--- config.mk ---
export PLATFORM = sky130hd
export DESIGN_NAME = cnna_mac_pipe_dsp48
export DESIGN_NICKNAME = d
export VERILOG_FILES = /design/src/rtl/cnna_mac_pipe_dsp48.sv
export SDC_FILE = /design/constraint.sdc
export NUM_CORES = 1
export LEC_CHECK = 0
export BUFFER_PORTS_ARGS = -buffer_cell sky130_fd_sc_hd__buf_4
export CORE_MARGIN = 4
export CORE_UTILIZATION = 31
export CTS_CLUSTER_SIZE = 16
export DETAILED_ROUTE_END_ITERATION = 8
export GPL_TIMING_DRIVEN = 1
export PLACE_DENSITY = 0.53
export SYNTH_ARGS = -nofsm -noshare
export SYNTH_HDL_FRONTEND = slang
export SYNTH_SLANG_ARGS = --single-unit
export TNS_END_PERCENT = 50
--- constraint.sdc ---
create_clock -name clk -period 10.55 [get_ports clk]
set_input_delay 0.5275 -clock clk [delete_from_list [all_inputs] [get_ports clk]]
set_output_delay 0.5275 -clock clk [all_outputs]
set_load 0.03 [all_outputs]
--- src/rtl/cnna_mac_pipe_dsp48.sv ---
// rtl/cnna_mac_pipe_dsp48.sv - pipelined multiply / multiply-accumulate with shift and saturation
// Beats flow through NUM_STAGE product registers, then one accumulate/output register.
module cnna_mac_pipe_dsp48 #(
  parameter int A_WIDTH   = 15,
  parameter int B_WIDTH   = 26,
  parameter int A_SIGNED  = 0,
  parameter int B_SIGNED  = 1,
  parameter int P_WIDTH   = 32,
  parameter int ACC_WIDTH = 48,
  parameter int NUM_STAGE = 3,
  parameter int SHIFT     = 0,
  parameter int SAT       = 1
) (
  input  logic               clk,
  input  logic               reset,
  input  logic               ce,
  input  logic               in_valid,
  input  logic               in_last,
  input  logic               acc_en,
  input  logic [A_WIDTH-1:0] din0,
  input  logic [B_WIDTH-1:0] din1,
  output logic               out_valid,
  output logic [P_WIDTH-1:0] dout,
  output logic               sat_flag
);

  localparam bit R_SIGNED = (A_SIGNED != 0) || (B_SIGNED != 0);
  localparam int PROD_W   = A_WIDTH + B_WIDTH + 2;

  typedef enum logic {ACC_IDLE, ACC_RUN} acc_state_t;

  logic signed [A_WIDTH:0]   a_ext;
  logic signed [B_WIDTH:0]   b_ext;
  logic signed [PROD_W-1:0]  prod_full;
  logic [ACC_WIDTH-1:0]      prod_acc;

  // One extra bit per operand lets a single signed multiplier cover every signedness mix.
  always_comb begin
    a_ext     = {(A_SIGNED != 0) && din0[A_WIDTH-1], din0};
    b_ext     = {(B_SIGNED != 0) && din1[B_WIDTH-1], din1};
    prod_full = PROD_W'(a_ext) * PROD_W'(b_ext);
    prod_acc  = ACC_WIDTH'(prod_full);
  end

  logic [ACC_WIDTH-1:0] p_data [NUM_STAGE];
  logic [NUM_STAGE-1:0] p_valid;
  logic [NUM_STAGE-1:0] p_acc;
  logic [NUM_STAGE-1:0] p_last;

  always_ff @(posedge clk) begin
    if (reset) begin
      p_valid <= '0;
      p_acc   <= '0;
      p_last  <= '0;
    end else if (ce) begin
      p_valid[0] <= in_valid;
      p_acc[0]   <= acc_en;
      p_last[0]  <= in_last;
      p_data[0]  <= prod_acc;
      for (int i = 1; i < NUM_STAGE; i++) begin
        p_valid[i] <= p_valid[i-1];
        p_acc[i]   <= p_acc[i-1];
        p_last[i]  <= p_last[i-1];
        p_data[i]  <= p_data[i-1];
      end
    end
  end

  acc_state_t           state;
  logic [ACC_WIDTH-1:0] acc;
  logic                 st_valid;
  logic                 st_acc;
  logic                 st_last;
  logic [ACC_WIDTH-1:0] st_prod;
  logic [ACC_WIDTH-1:0] acc_sum;
  logic [ACC_WIDTH-1:0] result;
  logic                 emit;

  always_comb begin
    st_valid = p_valid[NUM_STAGE-1];
    st_acc   = p_acc[NUM_STAGE-1];
    st_last  = p_last[NUM_STAGE-1];
    st_prod  = p_data[NUM_STAGE-1];
    // IDLE contributes zero, so the first beat of a group just loads the product.
    acc_sum  = ((state == ACC_RUN) ? acc : '0) + st_prod;
    result   = st_acc ? acc_sum : st_prod;
    emit     = st_valid && (!st_acc || st_last);
  end

  logic [ACC_WIDTH-1:0] shifted;
  logic [P_WIDTH-1:0]   sized;
  logic                 sat_c;

  always_comb begin
    if (R_SIGNED) shifted = $signed(result) >>> SHIFT;
    else          shifted = result >> SHIFT;
  end

  generate
    if (P_WIDTH < ACC_WIDTH) begin : g_narrow
      always_comb begin
        sized = shifted[P_WIDTH-1:0];
        sat_c = 1'b0;
        if (SAT != 0) begin
          if (R_SIGNED) begin
            // Out of range when the bits above the output sign bit are not all copies of it.
            if (shifted[ACC_WIDTH-1:P_WIDTH-1] != {(ACC_WIDTH-P_WIDTH+1){shifted[ACC_WIDTH-1]}}) begin
              sat_c = 1'b1;
              sized = shifted[ACC_WIDTH-1] ? {1'b1, {(P_WIDTH-1){1'b0}}}
                                           : {1'b0, {(P_WIDTH-1){1'b1}}};
            end
          end else if (|shifted[ACC_WIDTH-1:P_WIDTH]) begin
            sat_c = 1'b1;
            sized = '1;
          end
        end
      end
    end else begin : g_wide
      always_comb begin
        if (R_SIGNED) sized = P_WIDTH'($signed(shifted));
        else          sized = P_WIDTH'(shifted);
        sat_c = 1'b0;
      end
    end
  endgenerate

  always_ff @(posedge clk) begin
    if (reset) begin
      state     <= ACC_IDLE;
      acc       <= '0;
      out_valid <= 1'b0;
      dout      <= '0;
      sat_flag  <= 1'b0;
    end else if (ce) begin
      out_valid <= emit;
      if (emit) begin
        dout     <= sized;
        sat_flag <= sat_c;
      end
      // Plain beats pass through without touching the group in progress.
      if (st_valid && st_acc) begin
        if (st_last) begin
          acc   <= '0;
          state <= ACC_IDLE;
        end else begin
          acc   <= acc_sum;
          state <= ACC_RUN;
        end
      end
    end
  end

endmodule

==> flow_metrics.env, run 1 <==
export IMPL_diodes=0
export IMPL_die_width_um=291
export IMPL_core_sq_mm=0.0793
export IMPL_wl_per_cell_um=16.1
export IMPL_slew_limit_headroom=0.249
export IMPL_nNetsFinal=3211
export IMPL_worstSkewPairLatency_ps=530
export IMPL_fmax_mhz=150
export IMPL_p_leak_nw=12.2
export IMPL_timing_setup_tns_ps=0
export IMPL_portBuffers=80
export IMPL_r2r_cells=16
export IMPL_antenna_found_initial=0
export IMPL_viasPerCell=4.64
export IMPL_postSynthNetCount=3211
export IMPL_synth_edf_count=126
export IMPL_cts_tree="yes"
export IMPL_cap_violations=0
export IMPL_syn2layout_area_growth_pct=9.54
export IMPL_cts_root_buffer="clkbuf_16"
export IMPL_slew_viol_final=0
export IMPL_io_pins=81
export IMPL_clk_pin_slew_ps=60
export IMPL_gp_congestion=0.884
export IMPL_vias=17202
export IMPL_skew_ps=11.7
export IMPL_path_class="in2reg"
export IMPL_hold_viol=0
export IMPL_yosys_most_used_dff="edfxtp_1"
export IMPL_cts_htree_levels=1
export IMPL_postCtsSetupRepairBufs=0
export IMPL_cts_sinks=218
export IMPL_min_from="acc_en"
export IMPL_setup_viol=0
export IMPL_synth_avg_cell_area_sq_um=9.43
export IMPL_hold_path_cell_count=3
export IMPL_ys_warn_count=0
export IMPL_r2r_slack_ps=4810
export IMPL_power_density_mw_per_mm2=356
export IMPL_cts_path_max_buffers=3
export IMPL_period_minus_slack_ps=6650
export IMPL_first_pass_iters=5
export IMPL_start_kind="input port"
export IMPL_holdCritPathClass="in2reg"
export IMPL_rows=103
export IMPL_dieArea_sq_mm=0.0848
export IMPL_grt_pass1_vias=17858
export IMPL_synth_distinct_cells=78
export IMPL_tightest_slew_ps=1120
export IMPL_hold_path_end="p_acc[0]"
export IMPL_rsz0062_at_grt="no"
export IMPL_cts_hold_buf=0
export IMPL_cp_end_kind="flip-flop"
export IMPL_wl_mm=59.7
export IMPL_drt_iter0_markers=939
export IMPL_min_period_over_period=0.631
export IMPL_r2r_start="state"
export IMPL_crit_fanout=26
export IMPL_start_util=0.314
export IMPL_grt_max_degree=77
export IMPL_post_cts_resized=0
export IMPL_async_flop_share=0
export IMPL_worstPathRequired_ps=10820
export IMPL_final_antenna_net_count=0
export IMPL_fin_area_sq_mm=0.0272
export IMPL_numCtsBuffers=24
export IMPL_drive_gt1_frac=0.0667
export IMPL_track_usage=0.141
export IMPL_outcome="finished, final reports clean"
export IMPL_route_detailed_drc=0
export IMPL_die_h_um=291
export IMPL_place_area_sq_mm=0.0264
export IMPL_synth_area_sq_mm=0.0249
export IMPL_ys_seq_area_frac=0.226
export IMPL_grt_pass1_wl_mm=98.7
export IMPL_ys_ff_latch=218
export IMPL_vdd_ir_drop_worst_mv=0.305
export IMPL_syn_inst=2638
export IMPL_dpl_hpwl_mm=47.3
export IMPL_critical_path_arrival_ps=6920
export IMPL_r2r_end="dout[13]"
export IMPL_overflow=0
-- cells in the final DEF (no fill, tap or decap), types with 39 or more instances in the layout --
cell type and n:
fa_1 377, o21ai_0 62, inv_1 445, xnor2_1 54, edfxtp_1 126, dfxtp_1 90
buf_4 91, nand2_1 300, a21oi_1 112, and2_1 231, nor2_1 148, ha_1 149
a21o_1 39
-- power breakdown --
group          internal [W]  switching, W
registers           0.00147     0.0000323
logic               0.00325       0.00410
clock network      0.000525      0.000342
-- how the worst max path moves through the flow --
stage	from	to	slack, ps	cells after the start
6_report	din0[1]	p_data[0][47]	3900	23
5_1_grt	din0[1]	p_data[0][47]	3380	24
4_1_cts	din0[1]	p_data[0][47]	3840	23
3_5_place_dp	din0[1]	p_data[0][47]	3270	23
3_3_place_gp	din0[7]	p_data[0][47]	3350	24
2_1_floorplan	ce	p_data[0][0]	3350	2
-- metal layers --
metal,routed length (um),vias up,track usage
li1,-,8415,-
met1,31200,8446,0.218
met2,25100,294,0.215
met3,2460,47,0.0124
met4,855,0,0.0247
met5,0,-,0
-- state kept, by name (all words and copies together) (netlist names) --
register	cells
p_data	126
p_acc	3
acc	48
sat_flag	1
p_last	3
out_valid	1
dout	32
p_valid	3
state	1
-- cells in the mapped netlist (all sizes together), types with 14 or more instances --
cell type,n,share of area
nor2,149,0.022
mux2i,27,0.011
clkbuf,105,0.016
a211oi,14,0.0049
xor2,31,0.011
a22oi,35,0.011
inv,445,0.067
and3,19,0.0050
a21o,41,0.012
nor3,34,0.0068
nand2b,14,0.0035
o21ai,80,0.019
nand2,301,0.046
xnor2,54,0.019
and2,231,0.058
dfxtp,92,0.074
edfxtp,126,0.15
fa,377,0.30
ha,149,0.075
a22o,22,0.0077
nand3,21,0.0042
nand4,23,0.0058
a21oi,114,0.023
-- final cells by class --
| type | count | area, sq um |
|---|---|---|
| Inverter | 445 | 1670 |
| Tap cell | 1050 | 1310 |
| Clock buffer | 28 | 626 |
| Timing Repair Buffer | 91 | 683 |
| Clock inverter | 15 | 199 |
| Sequential cell | 218 | 5630 |
| Multi-Input combinational cell | 1858 | 17100 |
| Fill cell | 8155 | 52000 |
-- worst max-delay path, cell delays in order --
cell,delay [ps]
buf_4,280
nand2_1,130
fa_1,520
fa_1,570
fa_1,450
fa_1,550
inv_1,50
fa_1,470
inv_1,50
fa_1,470
inv_1,40
ha_1,380
o21a_1,150
nor2_1,50
or4_1,500
o211ai_1,220
a21oi_1,140
o21ai_0,420
o21ai_0,180
o21ai_0,270
o21a_1,220
mux2i_1,190
nand4_1,90
-- per-stage QoR --
stage               total power (W)   util  cells  hold slack [ps]  setup WS [ps]
finish                      0.00971  0.344   3705              236           3900
detailed placement          0.00894  0.333   3662              405           3270
floorplan                   0.00744      -   2638              400           3350
global placement            0.00892  0.333   3662              400           3350
global route                 0.0110  0.344   3705              246           3380
CTS                         0.00985  0.344   3705              215           3840
-- cells by family (layout without fill, tap and decap cells) --
group,Yosys count,after routing,share of synthesized area
simple gates,829,829,0.163
xor+xnor,85,85,0.0299
compound gates,391,391,0.105
mux,27,27,0.0109
fa+ha+maj,526,526,0.378
flops,218,218,0.226
buf+inv,562,579,0.0862
(Power assumes the default switching activity.)
==> inputs of run 2 (changes only) <==
==> constraint.sdc (replaced) <==
create_clock -name clk -period 6.26 [get_ports clk]
set_input_delay 0.313 -clock clk [delete_from_list [all_inputs] [get_ports clk]]
set_output_delay 0.313 -clock clk [all_outputs]
set_load 0.03 [all_outputs]
==> flow_metrics.env, run 2 (same netlist as run 1, synthesis figures left out) <==
export IMPL_outcome="finished, final reports clean"
export IMPL_path_class="in2reg"
export IMPL_cts_root_buffer="clkbuf_16"
export IMPL_cts_tree="yes"
export IMPL_nNetsFinal=3338
export IMPL_final_antenna_net_count=0
export IMPL_grt_pass1_vias=18360
export IMPL_drive_gt1_frac=0.108
export IMPL_cp_end_kind="flip-flop"
export IMPL_antenna_found_initial=0
export IMPL_grt_pass1_wl_mm=102
export IMPL_stdcell_count=3830
export IMPL_cts_sinks=218
export IMPL_drt_iter0_markers=1046
export IMPL_cap_violations=0
export IMPL_period_minus_slack_ps=6010
export IMPL_worstSkewPairLatency_ps=520
export IMPL_r2r_start="p_data[0][96]"
export IMPL_timing_setup_tns_ps=0
export IMPL_critical_path_arrival_ps=6270
export IMPL_route_detailed_drc=0
export IMPL_clk_pin_slew_ps=60
export IMPL_dieArea_sq_mm=0.0848
export IMPL_gp_congestion=0.891
export IMPL_tightest_slew_ps=971
export IMPL_overflow=0
export IMPL_top_register="p_data"
export IMPL_dp_cells=3789
export IMPL_power_density_mw_per_mm2=651
export IMPL_largest_reg_flops=126
export IMPL_min_period_over_period=0.960
export IMPL_crit_start="din0[4]"
export IMPL_viasPerCell=4.66
export IMPL_vdd_ir_drop_worst_mv=0.528
export IMPL_track_usage=0.145
export IMPL_rows=103
export IMPL_numCtsBuffers=23
export IMPL_rsz0062_at_grt="yes"
export IMPL_hold_path_end="p_valid[0]"
export IMPL_holdCritPathClass="in2reg"
export IMPL_setup_ws_ps=253
export IMPL_crit_fanout=11
export IMPL_totalPowerFinal_w=0.0183
export IMPL_core_sq_mm=0.0793
export IMPL_r2r_end="dout[15]"
export IMPL_cts_htree_levels=1
export IMPL_r2r_cells=15
export IMPL_portBuffers=80
export IMPL_p_leak_nw=12.8
export IMPL_wl_mm=61.7
export IMPL_layout_commonest_cell="inv_1"
export IMPL_min_from="in_valid"
export IMPL_die_width_um=291
export IMPL_syn2layout_area_growth_pct=13.1
export IMPL_start_kind="input port"
export IMPL_die_h_um=291
export IMPL_reg_largest_list="p_data (126), acc (48), dout (32)"
export IMPL_first_pass_iters=5
export IMPL_skew_ps=7.46
export IMPL_grt_max_degree=82
export IMPL_fmax_mhz=166
export IMPL_slew_viol_final=0
export IMPL_r2r_slack_ps=1030
export IMPL_io_pins=81
export IMPL_vias=17829
export IMPL_slew_limit_headroom=0.353
export IMPL_hold_path_cell_count=3
export IMPL_dpl_hpwl_mm=51.1
export IMPL_setup_viol=0
export IMPL_start_util=0.314
export IMPL_place_ws_ps=-449
export IMPL_hold_viol=0
export IMPL_final_cell_mix="447 x inv_1, 377 x fa_1, 300 x nand2_1, 231 x and2_1, 218 x buf_4"
export IMPL_diodes=0
export IMPL_wl_per_cell_um=16.1
export IMPL_cts_path_max_buffers=3
export IMPL_final_util=0.355
export IMPL_worstPathRequired_ps=6520
==> run 2: cell types whose count changed in the layout (fill, tap and decap cells not counted), sizes merged <==
cell	change
buf	+128
clkinvlp	-3
bufinv	-2
inv	+2
==> run 2: power breakdown <==
part | internal (W) | switching [W] | total [W]
combinational | 0.00696 | 0.00748 | 0.0144
sequential | 0.00247 | 0.0000602 | 0.00253
clock | 0.000770 | 0.000562 | 0.00133
total | 0.0102 | 0.00810 | 0.0183
==> run 2: critical path, stage by stage <==
cell	delay, ps
buf_4	160
and2_1	190
fa_1	530
inv_1	50
fa_1	470
fa_1	560
inv_1	70
fa_1	490
fa_1	480
inv_1	50
fa_1	470
inv_1	40
ha_1	300
o21a_1	130
nor2_1	50
or4_1	480
o211ai_1	260
a21oi_2	110
o21ai_0	180
buf_4	140
o21ai_1	80
o21ai_1	190
o21a_1	200
mux2i_1	180
nand4_1	90
==> run 2: how the worst max path moves through the flow <==
stage               endpoint  depth (start not counted)
6_report       p_data[0][47]                         25
5_1_grt        p_data[0][47]                         25
4_1_cts        p_data[0][37]                         27
3_5_place_dp   p_data[0][37]                         27
3_3_place_gp   p_data[0][47]                         25
2_1_floorplan  p_data[0][47]                         25
==> run 2: area by class of cell <==
class,instances,area [sq um]
inverters,445,1670
well taps,1050,1310
fillers,8165,51100
multi-input cells,1858,17100
clock inverters,12,121
flip-flops and latches,218,5630
clock buffers,28,604
repair buffers,219,1660
==> run 2: metal layers <==
metal / GRT usage / wire length, um
met2: 0.231 / 27500
met1: 0.219 / 31200
met5: 0 / 0
met3: 0.0116 / 2170
met4: 0.0235 / 879
==> run 2: metrics by stage <==
stage	area, sq um	hold slack, ps
after CTS	28100	16.9
after floorplan	24900	400
final	28100	34.2
after global routing	28100	43.5
after detailed placement	27400	405
after global placement	27400	400
==> run 2: repair_timing <==
item / CTS / global route
setup endpoints to repair: 0 / 4
resized for setup: 0 / 5
hold buffers: 0 / 0
setup buffers: 0 / 1
